File: config.mk
export PLATFORM = sky130hd
export DESIGN_NAME = motion_seq
export DESIGN_NICKNAME = d
export VERILOG_FILES = /design/src/rtl/motion_seq.sv
export SDC_FILE = /design/constraint.sdc
export NUM_CORES = 1
export LEC_CHECK = 0
export ABC_AREA = 1
export CELL_PAD_IN_SITES_DETAIL_PLACEMENT = 0
export CELL_PAD_IN_SITES_GLOBAL_PLACEMENT = 2
export CORE_ASPECT_RATIO = 0.5
export CORE_MARGIN = 2
export CORE_UTILIZATION = 40
export CTS_CLUSTER_DIAMETER = 200
export DETAILED_ROUTE_END_ITERATION = 7
export HOLD_SLACK_MARGIN = 0.03
export PLACE_DENSITY = 0.78
export RECOVER_POWER = 50
export SLEW_MARGIN = 15
export SYNTH_ARGS = -nofsm -noshare
export SYNTH_HDL_FRONTEND = slang
export SYNTH_SLANG_ARGS = --single-unit
File: constraint.sdc
create_clock -name clk -period 7.2 [get_ports clk]
set_clock_uncertainty 0.15 [all_clocks]
set_input_delay 0.72 -clock clk [delete_from_list [all_inputs] [get_ports clk]]
set_output_delay 0.72 -clock clk [all_outputs]
set_load 0.02 [all_outputs]
File: src/rtl/motion_seq.sv
// Segment scheduler for one step_gen channel: a small segment FIFO feeding an
// IDLE/FETCH/RUN sequencer. Optional macro SEG_COUNT_EN adds a completed-segment counter.
module motion_seq #(
  parameter int DEPTH    = 8,
  parameter int TICK_DIV = 1000
) (
  input  logic                     clk,
  input  logic                     reset,
  input  logic                     wr_en,
  input  logic [1:0]               wr_op,
  input  logic [31:0]              wr_value,
  input  logic [31:0]              wr_ticks,
  input  logic                     start,
  input  logic                     abort,
  output logic                     full,
  output logic [$clog2(DEPTH):0]   level,
  output logic [31:0]              velocity,
  output logic [31:0]              data_out,
  output logic                     set_position,
  output logic                     busy,
  output logic                     seg_done,
  output logic                     underrun,
  output logic                     overflow,
`ifdef SEG_COUNT_EN
  output logic [15:0]              seg_count,
`endif
  output logic [1:0]               dbg_state
);

  localparam int AW = $clog2(DEPTH);
  localparam int PW = (TICK_DIV > 1) ? $clog2(TICK_DIV) : 1;
  localparam logic [PW-1:0] PRESC_MAX = PW'(TICK_DIV - 1);
  localparam logic [AW:0]   LVL_FULL  = (AW + 1)'(DEPTH);
  localparam logic [AW:0]   LVL_ONE   = (AW + 1)'(1);

  localparam logic [1:0] OP_VEL  = 2'd0;
  localparam logic [1:0] OP_POS  = 2'd1;
  localparam logic [1:0] OP_STOP = 2'd2;

  typedef enum logic [1:0] {
    S_IDLE  = 2'd0,
    S_FETCH = 2'd1,
    S_RUN   = 2'd2
  } state_t;

  typedef struct packed {
    logic [1:0]  op;
    logic [31:0] value;
    logic [31:0] ticks;
  } seg_t;

  state_t        r_state, w_state_nxt;
  logic [PW-1:0] r_presc;
  logic          w_tick;

  seg_t          r_mem [DEPTH];
  logic [AW:0]   r_wr_ptr, r_rd_ptr;
  logic [AW:0]   w_level;
  logic          w_full, w_push, w_pop;
  seg_t          w_head;

  logic [31:0]   r_velocity, w_velocity_nxt;
  logic [31:0]   r_data_out, w_data_out_nxt;
  logic          r_set_position, w_set_position_nxt;
  logic          r_seg_done, w_seg_done_nxt;
  logic          r_underrun, w_underrun_nxt;
  logic          r_overflow;
  logic [31:0]   r_remaining, w_remaining_nxt;
  logic          w_more_after_pop, w_more;

  // Prescaler is free-running; segment timing is never re-phased to it.
  assign w_tick = (r_presc == PRESC_MAX);

  always_ff @(posedge clk) begin
    if (reset)       r_presc <= '0;
    else if (w_tick) r_presc <= '0;
    else             r_presc <= r_presc + 1'b1;
  end

  // Write side: a write is taken on wr_en when not full, or when full but the
  // head is popped in the same cycle; otherwise it is dropped and flagged.
  assign w_level = r_wr_ptr - r_rd_ptr;
  assign w_full  = (w_level == LVL_FULL);
  assign w_pop   = (r_state == S_FETCH) && !abort;
  assign w_push  = wr_en && !abort && (!w_full || w_pop);
  assign w_head  = r_mem[r_rd_ptr[AW-1:0]];

  always_ff @(posedge clk) begin
    if (w_push && !reset) begin
      r_mem[r_wr_ptr[AW-1:0]] <= '{op: wr_op, value: wr_value, ticks: wr_ticks};
    end
  end

  always_ff @(posedge clk) begin
    if (reset || abort) begin
      r_wr_ptr <= '0;
      r_rd_ptr <= '0;
    end else begin
      if (w_push) r_wr_ptr <= r_wr_ptr + 1'b1;
      if (w_pop)  r_rd_ptr <= r_rd_ptr + 1'b1;
    end
  end

  always_ff @(posedge clk) begin
    if (reset || abort)                r_overflow <= 1'b0;
    else if (wr_en && w_full && !w_pop) r_overflow <= 1'b1;
  end

  // A same-cycle push lands before the next FETCH, so it counts as "more".
  assign w_more_after_pop = (w_level > LVL_ONE) || w_push;
  assign w_more           = (w_level != '0) || w_push;

  always_comb begin
    w_state_nxt        = r_state;
    w_velocity_nxt     = r_velocity;
    w_data_out_nxt     = r_data_out;
    w_set_position_nxt = 1'b0;
    w_seg_done_nxt     = 1'b0;
    w_underrun_nxt     = r_underrun;
    w_remaining_nxt    = r_remaining;

    case (r_state)
      S_IDLE: begin
        if (start && (w_level != '0)) w_state_nxt = S_FETCH;
      end

      S_FETCH: begin
        case (w_head.op)
          OP_VEL: begin
            w_velocity_nxt  = w_head.value;
            w_remaining_nxt = w_head.ticks;
            if (w_head.ticks == 32'd0) begin
              w_seg_done_nxt = 1'b1;
              w_state_nxt    = w_more_after_pop ? S_FETCH : S_IDLE;
            end else begin
              w_state_nxt = S_RUN;
            end
          end
          OP_POS: begin
            w_data_out_nxt     = w_head.value;
            w_set_position_nxt = 1'b1;
            w_velocity_nxt     = 32'd0;
            w_seg_done_nxt     = 1'b1;
            w_state_nxt        = w_more_after_pop ? S_FETCH : S_IDLE;
          end
          OP_STOP: begin
            w_velocity_nxt = 32'd0;
            w_seg_done_nxt = 1'b1;
            w_state_nxt    = S_IDLE;
          end
          default: begin
            w_seg_done_nxt = 1'b1;
            w_state_nxt    = w_more_after_pop ? S_FETCH : S_IDLE;
          end
        endcase
      end

      S_RUN: begin
        if (w_tick) begin
          w_remaining_nxt = r_remaining - 32'd1;
          if (r_remaining == 32'd1) begin
            w_seg_done_nxt = 1'b1;
            if (w_more) begin
              w_state_nxt = S_FETCH;
            end else begin
              w_velocity_nxt = 32'd0;
              w_underrun_nxt = 1'b1;
              w_state_nxt    = S_IDLE;
            end
          end
        end
      end

      default: w_state_nxt = S_IDLE;
    endcase

    if (abort) begin
      w_state_nxt        = S_IDLE;
      w_velocity_nxt     = 32'd0;
      w_set_position_nxt = 1'b0;
      w_seg_done_nxt     = 1'b0;
      w_underrun_nxt     = 1'b0;
      w_remaining_nxt    = 32'd0;
    end
  end

  always_ff @(posedge clk) begin
    if (reset) begin
      r_state        <= S_IDLE;
      r_velocity     <= 32'd0;
      r_data_out     <= 32'd0;
      r_set_position <= 1'b0;
      r_seg_done     <= 1'b0;
      r_underrun     <= 1'b0;
      r_remaining    <= 32'd0;
    end else begin
      r_state        <= w_state_nxt;
      r_velocity     <= w_velocity_nxt;
      r_data_out     <= w_data_out_nxt;
      r_set_position <= w_set_position_nxt;
      r_seg_done     <= w_seg_done_nxt;
      r_underrun     <= w_underrun_nxt;
      r_remaining    <= w_remaining_nxt;
    end
  end

`ifdef SEG_COUNT_EN
  logic [15:0] r_seg_count;

  always_ff @(posedge clk) begin
    if (reset || abort)      r_seg_count <= 16'd0;
    else if (w_seg_done_nxt) r_seg_count <= r_seg_count + 16'd1;
  end

  assign seg_count = r_seg_count;
`endif

  assign full         = w_full;
  assign level        = w_level;
  assign velocity     = r_velocity;
  assign data_out     = r_data_out;
  assign set_position = r_set_position;
  assign busy         = (r_state != S_IDLE);
  assign seg_done     = r_seg_done;
  assign underrun     = r_underrun;
  assign overflow     = r_overflow;
  assign dbg_state    = r_state;

endmodule

# After elaboration in Yosys (flattened, before gate mapping)
# Memory sizes are Yosys's and may differ from the RTL's. A register that Yosys moved wholly into a read port is not among the register bits.
# Cells that the tools add are included.
word_totals:
  mem_count: 1
  input_bits: 71
  register_bits: 120
  output_inout_bits: 76
  elab_cells: 89
  ramBits: 528
classes:
  n_bitwise: 2
  magnitude_cmp: 1
  n_reduce_logical: 30
  n_eq_ne: 13
  muxes: 26
  addsub: 5
mem_list:
  columns: ["memory", "words", "width", "read_ports", "rd_ports_with_merged_regs", "wr", "line_no", "rtl"]
  rows:
  - ["r_mem", 8, 66, 1, 1, 1, "56", "seg_t r_mem [DEPTH];"]
ops:
  columns: ["op", "n"]
  rows:
  - ["32-bit case mux with 2 select lines", 3]
  - ["32-bit 2-to-1 mux", 5]
  - ["32-bit by 1-bit equality test with 1-bit output, second input constant", 1]
  - ["32-bit logical NOT", 1]
  - ["32-bit by 1-bit subtractor with 32-bit output, second input constant", 1]
  - ["10-bit by 1-bit adder with 10-bit output, second input constant", 1]
  - ["10-bit equality test, second input constant", 1]
  - ["1-bit 2-to-1 mux", 9]
  - ["4-bit by 1-bit adder with 4-bit output, second input constant", 2]
  - ["2-bit 2-to-1 mux", 4]
  - ["2-bit != test, second input constant", 4]
  - ["1-bit logical AND", 7]
  - ["3-bit 2-to-1 mux", 2]
  - ["2-bit case mux with 3 select lines", 1]
  - ["3-bit AND reduction", 2]
  - ["2-bit OR reduction", 3]
  - ["5-bit AND reduction", 1]
  - ["2-bit by 1-bit equality test with 1-bit output, second input constant", 2]
  - ["2-bit equality test, second input constant", 2]
  - ["4-bit equality test, second input constant", 1]
  - ["4-bit by 1-bit greater-than comparator with 1-bit output, second input constant", 1]
  - ["1-bit logical NOT", 4]
  - ["2-bit logical NOT", 2]
  - ["1-bit logical OR", 4]
  - ["other kinds (11)", 13]

# Longest topological paths before layout
# Gate-level depths: netlist of run 1.
depth:
  word_depth: 10
  mapped_depth: 19

# Least setup slack after synthesis of run 1
# No wires, ideal clock.
synth_path:
  path_kind: "flip-flop to flip-flop"
  start: "register r_wr_ptr[0]"
  end: "memory r_mem[0][0] in the netlist's numbering (enable)"
  path_stages_with_launch: 16
  arrival_time_ns: 4.884
  setup_ns: 0.490
  period_less_slack_ns: 5.524
  slack_ns: 1.676
  cell_sequence: "dfxtp_1 > inv_1 > ha_1 > inv_1 > fa_1 > xor2_1 > inv_1 > nand2_1 > nor2_1 > nand2_1 > inv_2 > nand2_4 > nand2_4 > nor2_1 > nand2_1 > nor2_1"
synth_between:
  elab_chain_cells: 8
synth_lines:
  columns: ["item", "line_no", "rtl"]
  rows:
  - ["from (decl)", "57", "logic [AW:0] r_wr_ptr, r_rd_ptr;"]
  - ["from (signal assigned)", "99", "if (w_push) r_wr_ptr <= r_wr_ptr + 1'b1;"]
  - ["4-bit subtractor", "82", "assign w_level = r_wr_ptr - r_rd_ptr;"]
  - ["named net level[2]", "16", "output logic [$clog2(DEPTH):0] level,"]
  - ["4-bit equality test", "83", "assign w_full = (w_level == LVL_FULL);"]
  - ["named net full", "15", "output logic full,"]
  - ["1-bit logical NOT", "85", "assign w_push = wr_en && !abort && (!w_full || w_pop);"]
  - ["1-bit logical OR", "85", null]
  - ["1-bit logical AND", "85", null]
  - ["1-bit logical AND", "89", "if (w_push && !reset) begin"]
  - ["1-bit 2-to-1 mux", "89", null]
  - ["1-bit 2-to-1 mux (not written as such)", "90", "r_mem[r_wr_ptr[AW-1:0]] <= '{op: wr_op, value: wr_value, ticks: wr_ticks};"]
  - ["to (decl)", "56", null]
# The timed path passes the listed nets, and every way through them passes these cells.

# Final worst setup path of run 1
layout_path:
  start: "register r_wr_ptr[0]"
  end: "memory r_mem[5][1] in the netlist's numbering (enable)"
layout_between:
  elab_chain_cells: 8
layout_lines:
  columns: ["item", "line_no"]
  rows:
  - ["4-bit subtractor", "82"]
  - ["4-bit equality test", "83"]
  - ["1-bit logical NOT", "85"]
  - ["1-bit logical OR", "85"]
  - ["1-bit logical AND", "85"]
  - ["1-bit logical AND", "89"]
  - ["1-bit 2-to-1 mux", "89"]
  - ["1-bit 2-to-1 mux (not written as such)", "90"]
# Several ways; a longest one is shown, not always the timed one.

==> results of run 1 <==
[sequential cells by signal, summed over array words and instances, names as in the netlist, 2 cells and up, named ones only]
name and flops:
data_out 32, velocity 32, r_presc 10, dbg_state 2
r_remaining 32, r_rd_ptr 4, r_mem 528, r_wr_ptr 4
[Yosys cell counts (3+ instances only)]
cell type	n	area, um^2
sky130_fd_sc_hd__nand4_1	7	43.8
sky130_fd_sc_hd__nor2_1	317	1190
sky130_fd_sc_hd__ha_1	15	188
sky130_fd_sc_hd__a21oi_1	123	616
sky130_fd_sc_hd__o22ai_1	38	238
sky130_fd_sc_hd__dfxtp_1	123	2460
sky130_fd_sc_hd__nor4_1	6	37.5
sky130_fd_sc_hd__xnor2_1	11	96.3
sky130_fd_sc_hd__nand3_1	142	711
sky130_fd_sc_hd__o211ai_1	6	45.0
sky130_fd_sc_hd__xor2_1	10	87.6
sky130_fd_sc_hd__buf_1	14	52.6
sky130_fd_sc_hd__buf_4	13	97.6
sky130_fd_sc_hd__nor3b_1	3	22.5
sky130_fd_sc_hd__buf_6	7	78.8
sky130_fd_sc_hd__clkbuf_1	74	278
sky130_fd_sc_hd__nand3b_1	3	22.5
sky130_fd_sc_hd__o21ai_0	254	1270
sky130_fd_sc_hd__nand2_1	481	1810
sky130_fd_sc_hd__o221ai_1	32	280
sky130_fd_sc_hd__nor3_1	12	60.1
sky130_fd_sc_hd__inv_1	218	818
sky130_fd_sc_hd__edfxtp_1	528	15900
sky130_fd_sc_hd__o21ai_1	31	155
sky130_fd_sc_hd__buf_2	34	170
[cells by family (layout without fill, tap and decap cells)]
kind of cell    Yosys count  count (layout)
compound gates          492             492
xor+xnor                 21              21
simple gates            980             980
buf+inv                 363             503
flops                   651             651
fa+ha+maj                16              16
other cells               0               1
[per-stage QoR]
step / std cells / hold slack (ns)
floorplan: 2523 / 0.268
global placement: 3449 / 0.279
detailed placement: 3449 / 0.291
CTS: 3558 / 0.301
global route: 3561 / 0.319
finish: 3561 / 0.293
[how the worst min path moves through the flow]
stage                         endpoint
after floorplan             r_presc[0]
after detailed placement  velocity[23]
final                     velocity[23]
after global placement      r_presc[0]
after CTS                 velocity[23]
after global routing      velocity[23]
[per-layer routing]
| layer | up-vias | part of all wire [%] | track usage (%) |
|---|---|---|---|
| li1 | 8824 | - | - |
| met1 | 8786 | 47 | 26.5 |
| met2 | 259 | 48 | 32.8 |
| met3 | 80 | 3.5 | 2.98 |
| met4 | 0 | 1.5 | 3.77 |
| met5 | - | 0 | 0 |
[critical path: stages (launching register included)]
cell and delay, ns:
sky130_fd_sc_hd__dfxtp_1 0.33, sky130_fd_sc_hd__inv_1 0.10, sky130_fd_sc_hd__ha_1 0.15, sky130_fd_sc_hd__inv_1 0.05, sky130_fd_sc_hd__fa_1 0.37, sky130_fd_sc_hd__xor2_1 0.19
sky130_fd_sc_hd__inv_1 0.06, sky130_fd_sc_hd__nand2_1 0.07, sky130_fd_sc_hd__nor2_1 0.04, sky130_fd_sc_hd__nand2_1 0.05, sky130_fd_sc_hd__inv_1 0.07, sky130_fd_sc_hd__nand2_4 0.07
sky130_fd_sc_hd__nand2_1 0.22, sky130_fd_sc_hd__nor2_1 0.20, sky130_fd_sc_hd__nand2_1 0.27, sky130_fd_sc_hd__nor2_4 0.14, sky130_fd_sc_hd__clkbuf_1 1.27, sky130_fd_sc_hd__buf_16 0.37
[cell type report]
cell class,instances,area (um^2)
inverters,221,837
multi-input cells,1509,7110
clock inverters,25,258
repair buffers,173,1690
fillers,6202,35700
well taps,897,1120
flip-flops and latches,651,18300
clock buffers,84,1650
diodes,1,2.50
[cell usage in the layout, fill, tap and decap left out, types with 3 or more instances in the layout]
cell                                n
sky130_fd_sc_hd__xnor2_1           11
sky130_fd_sc_hd__o211ai_1           6
sky130_fd_sc_hd__o221ai_1          32
sky130_fd_sc_hd__nand4_1            7
sky130_fd_sc_hd__nand3b_1           3
sky130_fd_sc_hd__nor2_1           308
sky130_fd_sc_hd__o21ai_1           31
sky130_fd_sc_hd__clkdlybuf4s50_1    7
sky130_fd_sc_hd__edfxtp_1         528
sky130_fd_sc_hd__ha_1              15
sky130_fd_sc_hd__dlygate4sd3_1    139
sky130_fd_sc_hd__clkbuf_8           3
sky130_fd_sc_hd__nand2_1          482
sky130_fd_sc_hd__dfxtp_4            3
sky130_fd_sc_hd__nand3_1          142
sky130_fd_sc_hd__inv_1            219
sky130_fd_sc_hd__nor2_4             9
sky130_fd_sc_hd__o21ai_0          254
sky130_fd_sc_hd__nor3_1            12
sky130_fd_sc_hd__buf_4             21
sky130_fd_sc_hd__a21oi_1          123
sky130_fd_sc_hd__nor3b_1            3
sky130_fd_sc_hd__clkinv_2           4
sky130_fd_sc_hd__dfxtp_1          120
sky130_fd_sc_hd__o22ai_1           38
sky130_fd_sc_hd__nor4_1             6
sky130_fd_sc_hd__clkbuf_1          22
sky130_fd_sc_hd__xor2_1            10
sky130_fd_sc_hd__bufinv_16          4
sky130_fd_sc_hd__clkbuf_16         61
sky130_fd_sc_hd__clkinv_1          11
[where the power goes]
part	switching, mW	internal [mW]
sequential	0.0201	4.09
combinational	0.284	0.132
clock	1.41	1.74
==> results.txt, run 1 <==
----------------------------------------------------
[Min path]
  Worst min path class ... reg2reg
  Hold Path Cell Cnt ... 2
  Hold path startpoint ... velocity[23]

[Synth]
  Total nets after synthesis ... 2,610
  Xor and xnor fraction of the mapped netlist area ... 0.685%
  Area fraction in compound gates after synthesis ... 9.95%
  Primary flip-flop cell chosen by synthesis mapping ... sky130_fd_sc_hd__edfxtp_1
  Asr flop ratio synth ... 0%
  Post-Synthesis Cells ... 2,523
  Register area share after synthesis ... 68.2%
  Synth Area per Inst ... 10.6 um^2
  Count of yosys warnings during synthesis ... 0
  Post-synth EDFFs ... 528
  Distinct cell type count of the synthesized netlist ... 41
  Count of state elements after synthesis ... 651
  Post-synthesis simple-gate area fraction ... 14.8%
  Fraction of synthesized area in multiplexers ... 0%
  Dominant combinational cell family by area after synthesis ... simple AND/OR/NAND/NOR gates
  Summed instance area of the synthesized netlist ... 26,900 um^2
  Synth Area in Adders ... 0.773%

[Place]
  Port Buf Inserts ... 146
  Half-perimeter wire length of the detailed placement result ... 37,000 um
  Post-placement worst setup slack ... 2.76 ns
  Routability-driven placement congestion ratio ... 0.750
  Cell area reported after detailed placement ... 29,100 um^2

[CTS]
  Clock root cell ... sky130_fd_sc_hd__clkbuf_16
  Worst skew pair latency ... 0.63 ns
  Maximum clock path buffer count ... 3
  H-tree depth ... 2
  TritonCTS clock tree ... yes
  Buffer count from post-CTS setup fixing ... 0
  TritonCTS Buffers ... 59
  Clk slew on worst S/H paths ... 0.07 ns
  Cells resized by post-CTS repair ... 0
  Number of hold buffers added after CTS ... 0
  Count of clock tree sinks ... 651

[Route]
  Residual DRC count ... 0
  Detailed Routing Iterations Pass 1 ... 5
  Final routed wirelength across all metal layers ... 67,100 um
  Initial DRC Count ... 1,462
  Via total after detailed routing ... 17,949
  Average wire per cell in the routed design ... 18.8 um
  Routed via count divided by cell count ... 5.04
  Antenna-violating nets left ... 0

[Worst setup path]
  Crit start category ... flip-flop
  Worst Setup Path Type ... reg2reg
  Capturing point of the worst reg2reg path ... r_mem[5][1]
  Worst setup slack for register-to-register paths ... 2.60 ns
  Critical Path End ... r_mem[5][1]
  Maximum fanout along the worst path ... 46
  Worst Path Required ... 7.33 ns
  Crit path capture type ... flip-flop
  Origin of the worst setup path ... r_wr_ptr[0]
  Arrival time worst endpoint ... 4.73 ns
  Register-to-Register Path Depth ... 17
  Launch point of the worst reg-to-reg path ... r_wr_ptr[0]

[STA]
  Max-slew violations ... 137
  Worst path setup slack after routing ... 2.60 ns
  Final Hold Viols ... 0
  Setup Total Neg Slack ... 0 ns
  RSZ-0062 raised after global routing ... no
  Finish-stage setup viols ... 0
  Final period demand of the worst path ... 4.60 ns
  Fmax achieved ... 0.217 GHz
  Rel. slew slack ... -60.3%
  Post-route fraction of the period consumed by the critical path ... 63.9%
  Slew at the pin with the worst max-slew slack ... 2.41 ns

[Status]
  Violated checks ... max-capacitance violations, max-slew violations
  Outcome ... complete, but fails checks

[Power and ir drop]
  Leakage power ... 11.4 nW
  Total power of the final layout ... 7.69 mW
  Total power per unit cell area ... 248 nW/um^2
  Maximum resistive drop on vdd ... 0.193 mV

[Floorplanning]
  Width of the chip ... 371 um
  Die Ht ... 187 um
  Core region area ... 66,700 um^2
  Area of the die ... 69,400 um^2
  Number of I/O pins ... 147
  Count of standard-cell rows ... 67
  Starting density of the core ... 40.3%

[GRT]
  Tot GR Track Use ... 19.4%
  Global route overflow ... 0
  Maximum number of pins on one net before global-route repair ... 110
  Vias in the first global route ... 17,744
  Wire length of the first global-routing pass ... 105,000 um
  Number of antenna violations at the first check in global routing ... 2

[Cells and area]
  Area delta synth->final ... 15.3%
  Ratio of cells with drive above 1 in the final layout ... 4.77%
  Design Area, Final ... 31,000 um^2
  Number of nets in the final layout ... 2,702
  Final core utilization ... 46.4%

[Run]
  MaxCap Viol Count ... 4

----------------------------------------------------
Note: power is estimated with default switching activity, not from simulation.
==> run 2: changes to the inputs <==
==> constraint.sdc (replaced) <==
create_clock -name clk -period 4.3 [get_ports clk]
set_clock_uncertainty 0.15 [all_clocks]
set_input_delay 0.43 -clock clk [delete_from_list [all_inputs] [get_ports clk]]
set_output_delay 0.43 -clock clk [all_outputs]
set_load 0.02 [all_outputs]
==> results.txt, run 2 (synthesized netlist as in run 1, its figures left out) <==
----------------------------------------------------
[CTS]
  Number of hold buffers added after CTS ... 0
  H-tree depth ... 2
  Buffer count from post-CTS setup fixing ... 0
  Count of clock tree sinks ... 651
  Clk slew on worst S/H paths ... 0.07 ns
  Maximum clock path buffer count ... 3
  Cells resized by post-CTS repair ... 0
  Worst skew pair latency ... 0.63 ns
  TritonCTS clock tree ... yes
  Clock root cell ... sky130_fd_sc_hd__clkbuf_16
  TritonCTS Buffers ... 60

[Cells and area]
  Number of nets in the final layout ... 2,714
  Register area ... 18,300 um^2
  Most common cell after layout, fill and taps aside ... sky130_fd_sc_hd__edfxtp_1
  Design Area, Final ... 31,200 um^2
  Largest register FFs ... 528
  Final core utilization ... 46.8%
  Most used cells in the layout excluding fill and tap cells ... 528 x sky130_fd_sc_hd__edfxtp_1, 481 x sky130_fd_sc_hd__nand2_1, 309 x sky130_fd_sc_hd__nor2_1, 254 x sky130_fd_sc_hd__o21ai_0, 215 x sky130_fd_sc_hd__inv_1
  Ratio of cells with drive above 1 in the final layout ... 5.42%
  Multi-input combinational cell area ... 7110 um^2
  Fill cell count ... 6,190
  Area delta synth->final ... 16.2%

[GRT]
  Global route overflow ... 0
  Tot GR Track Use ... 19.8%
  Number of antenna violations at the first check in global routing ... 4
  Maximum number of pins on one net before global-route repair ... 157
  Wire length of the first global-routing pass ... 106,000 um
  Vias in the first global route ... 17,411

[Power and ir drop]
  Combinational share of power ... 5.6%
  Switching pwr ... 2.86 mW
  Total power per unit cell area ... 412 nW/um^2
  Internal power ... 9.99 mW
  Leakage power ... 11.5 nW
  Power share of the clock group ... 40.8%
  Proportion of total power due to net switching ... 22.3%
  Maximum resistive drop on vdd ... 0.325 mV
  Total power of the final layout ... 12.9 mW
  Proportion of power drawn by flip-flops and latches ... 53.6%

[Floorplanning]
  Core region area ... 66,700 um^2
  Starting density of the core ... 40.3%
  Area of the die ... 69,400 um^2
  Number of I/O pins ... 147
  Width of the chip ... 371 um
  Die Ht ... 187 um
  Count of standard-cell rows ... 67

[Run]
  MaxCap Viol Count ... 3

[Place]
  Cell area reported after detailed placement ... 29,300 um^2
  Post-placement worst setup slack ... 0.885 ns
  Port Buf Inserts ... 146
  Routability-driven placement congestion ratio ... 0.775
  Half-perimeter wire length of the detailed placement result ... 39,800 um

[Route]
  Average wire per cell in the routed design ... 19.3 um
  Routed via count divided by cell count ... 5.04
  Detailed Routing Iterations Pass 1 ... 8
  Residual DRC count ... 0
  Antenna-violating nets left ... 0
  Initial DRC Count ... 1,280
  Via total after detailed routing ... 18,018
  Final routed wirelength across all metal layers ... 69,000 um

[STA]
  Post-route fraction of the period consumed by the critical path ... 79.8%
  Finish-stage setup viols ... 0
  Rel. slew slack ... -43.6%
  Max-slew violations ... 112
  RSZ-0062 raised after global routing ... no
  Fmax achieved ... 0.291 GHz
  Slew at the pin with the worst max-slew slack ... 2.15 ns
  Setup Total Neg Slack ... 0 ns
  Worst path setup slack after routing ... 0.869 ns
  Final period demand of the worst path ... 3.43 ns
  Final Hold Viols ... 0

[Worst setup path]
  Worst Path Required ... 4.55 ns
  Crit start category ... flip-flop
  Maximum fanout along the worst path ... 42
  Crit path capture type ... flip-flop
  Worst Setup Path Type ... reg2reg
  Arrival time worst endpoint ... 3.68 ns

[Status]
  Violated checks ... max-capacitance violations, max-slew violations
  Outcome ... complete, but fails checks

[Min path]
  Worst min path class ... reg2reg

----------------------------------------------------
==> run 2: changes by cell type in the layout (fill, tap and decap cells not counted), moves of 2 or more <==
| cell | previous run | this run |
|---|---|---|
| sky130_fd_sc_hd__buf_16 | 2 | 0 |
| sky130_fd_sc_hd__inv_1 | 219 | 215 |
| sky130_fd_sc_hd__clkinv_2 | 4 | 10 |
| sky130_fd_sc_hd__bufinv_16 | 4 | 2 |
| sky130_fd_sc_hd__buf_12 | 0 | 13 |
| sky130_fd_sc_hd__clkbuf_8 | 3 | 6 |
| sky130_fd_sc_hd__clkinv_1 | 11 | 9 |
| sky130_fd_sc_hd__inv_16 | 2 | 0 |
| sky130_fd_sc_hd__clkbuf_16 | 61 | 63 |
==> run 2: path summary, 6_finish.rpt <==
check	from	to	slack, ns	cells after the start
hold / removal	velocity[21]	velocity[21]	0.29	2
setup / recovery	flip-flop	r_remaining[10]	0.87	14
hold reg to reg	velocity[21]	velocity[21]	0.29	2
setup reg to reg	flip-flop	r_remaining[10]	0.87	14
==> run 2: layout make-up <==
class / instances / share of cell area [%]
inverters: 221 / 2.68
repair buffers: 184 / 6.08
clock buffers: 88 / 5.54
diodes: 2 / 0.0160
flip-flops and latches: 651 / 58.7
clock inverters: 22 / 0.589
well taps: 897 / 3.60
multi-input cells: 1509 / 22.8
==> run 2: power groups by stage <==
stage | clock network [mW] | logic [mW] | registers [mW]
after floorplan | 0 | 0.398 | 7.04
final | 5.25 | 0.721 | 6.88
after CTS | 5.37 | 0.752 | 6.89
after global placement | 0 | 0.747 | 7.02
after global routing | 5.63 | 0.811 | 6.89
after detailed placement | 0 | 0.749 | 7.02
==> run 2: critical path, stage by stage (launching register included) <==
cell	delay, ns
sky130_fd_sc_hd__dfxtp_4	0.56
sky130_fd_sc_hd__inv_6	0.19
sky130_fd_sc_hd__o21ai_0	0.20
sky130_fd_sc_hd__o22ai_1	0.09
sky130_fd_sc_hd__nand2_1	0.06
sky130_fd_sc_hd__o21ai_0	0.13
sky130_fd_sc_hd__inv_1	0.11
sky130_fd_sc_hd__ha_1	0.18
sky130_fd_sc_hd__inv_1	0.09
sky130_fd_sc_hd__a21oi_1	0.34
sky130_fd_sc_hd__nand2_1	0.18
sky130_fd_sc_hd__inv_1	0.43
sky130_fd_sc_hd__o21ai_0	0.23
sky130_fd_sc_hd__o21ai_0	0.19
sky130_fd_sc_hd__a21oi_1	0.08
==> run 2: per-stage QoR <==
stage | hold slack [ns] | cells
6_report | 0.289 | 3574
5_1_grt | 0.309 | 3573
4_1_cts | 0.296 | 3572
3_5_place_dp | 0.285 | 3462
3_3_place_gp | 0.280 | 3462
2_1_floorplan | 0.268 | 2523
==> run 2: per-layer routing <==
layer | vias to the layer above | track usage, % | part of all wire (%)
met1 | 8743 | 28.4 | 48
met2 | 326 | 31.8 | 46
li1 | 8860 | - | -
met5 | - | 0 | 0
met3 | 89 | 2.96 | 4.2
met4 | 0 | 4.39 | 1.8
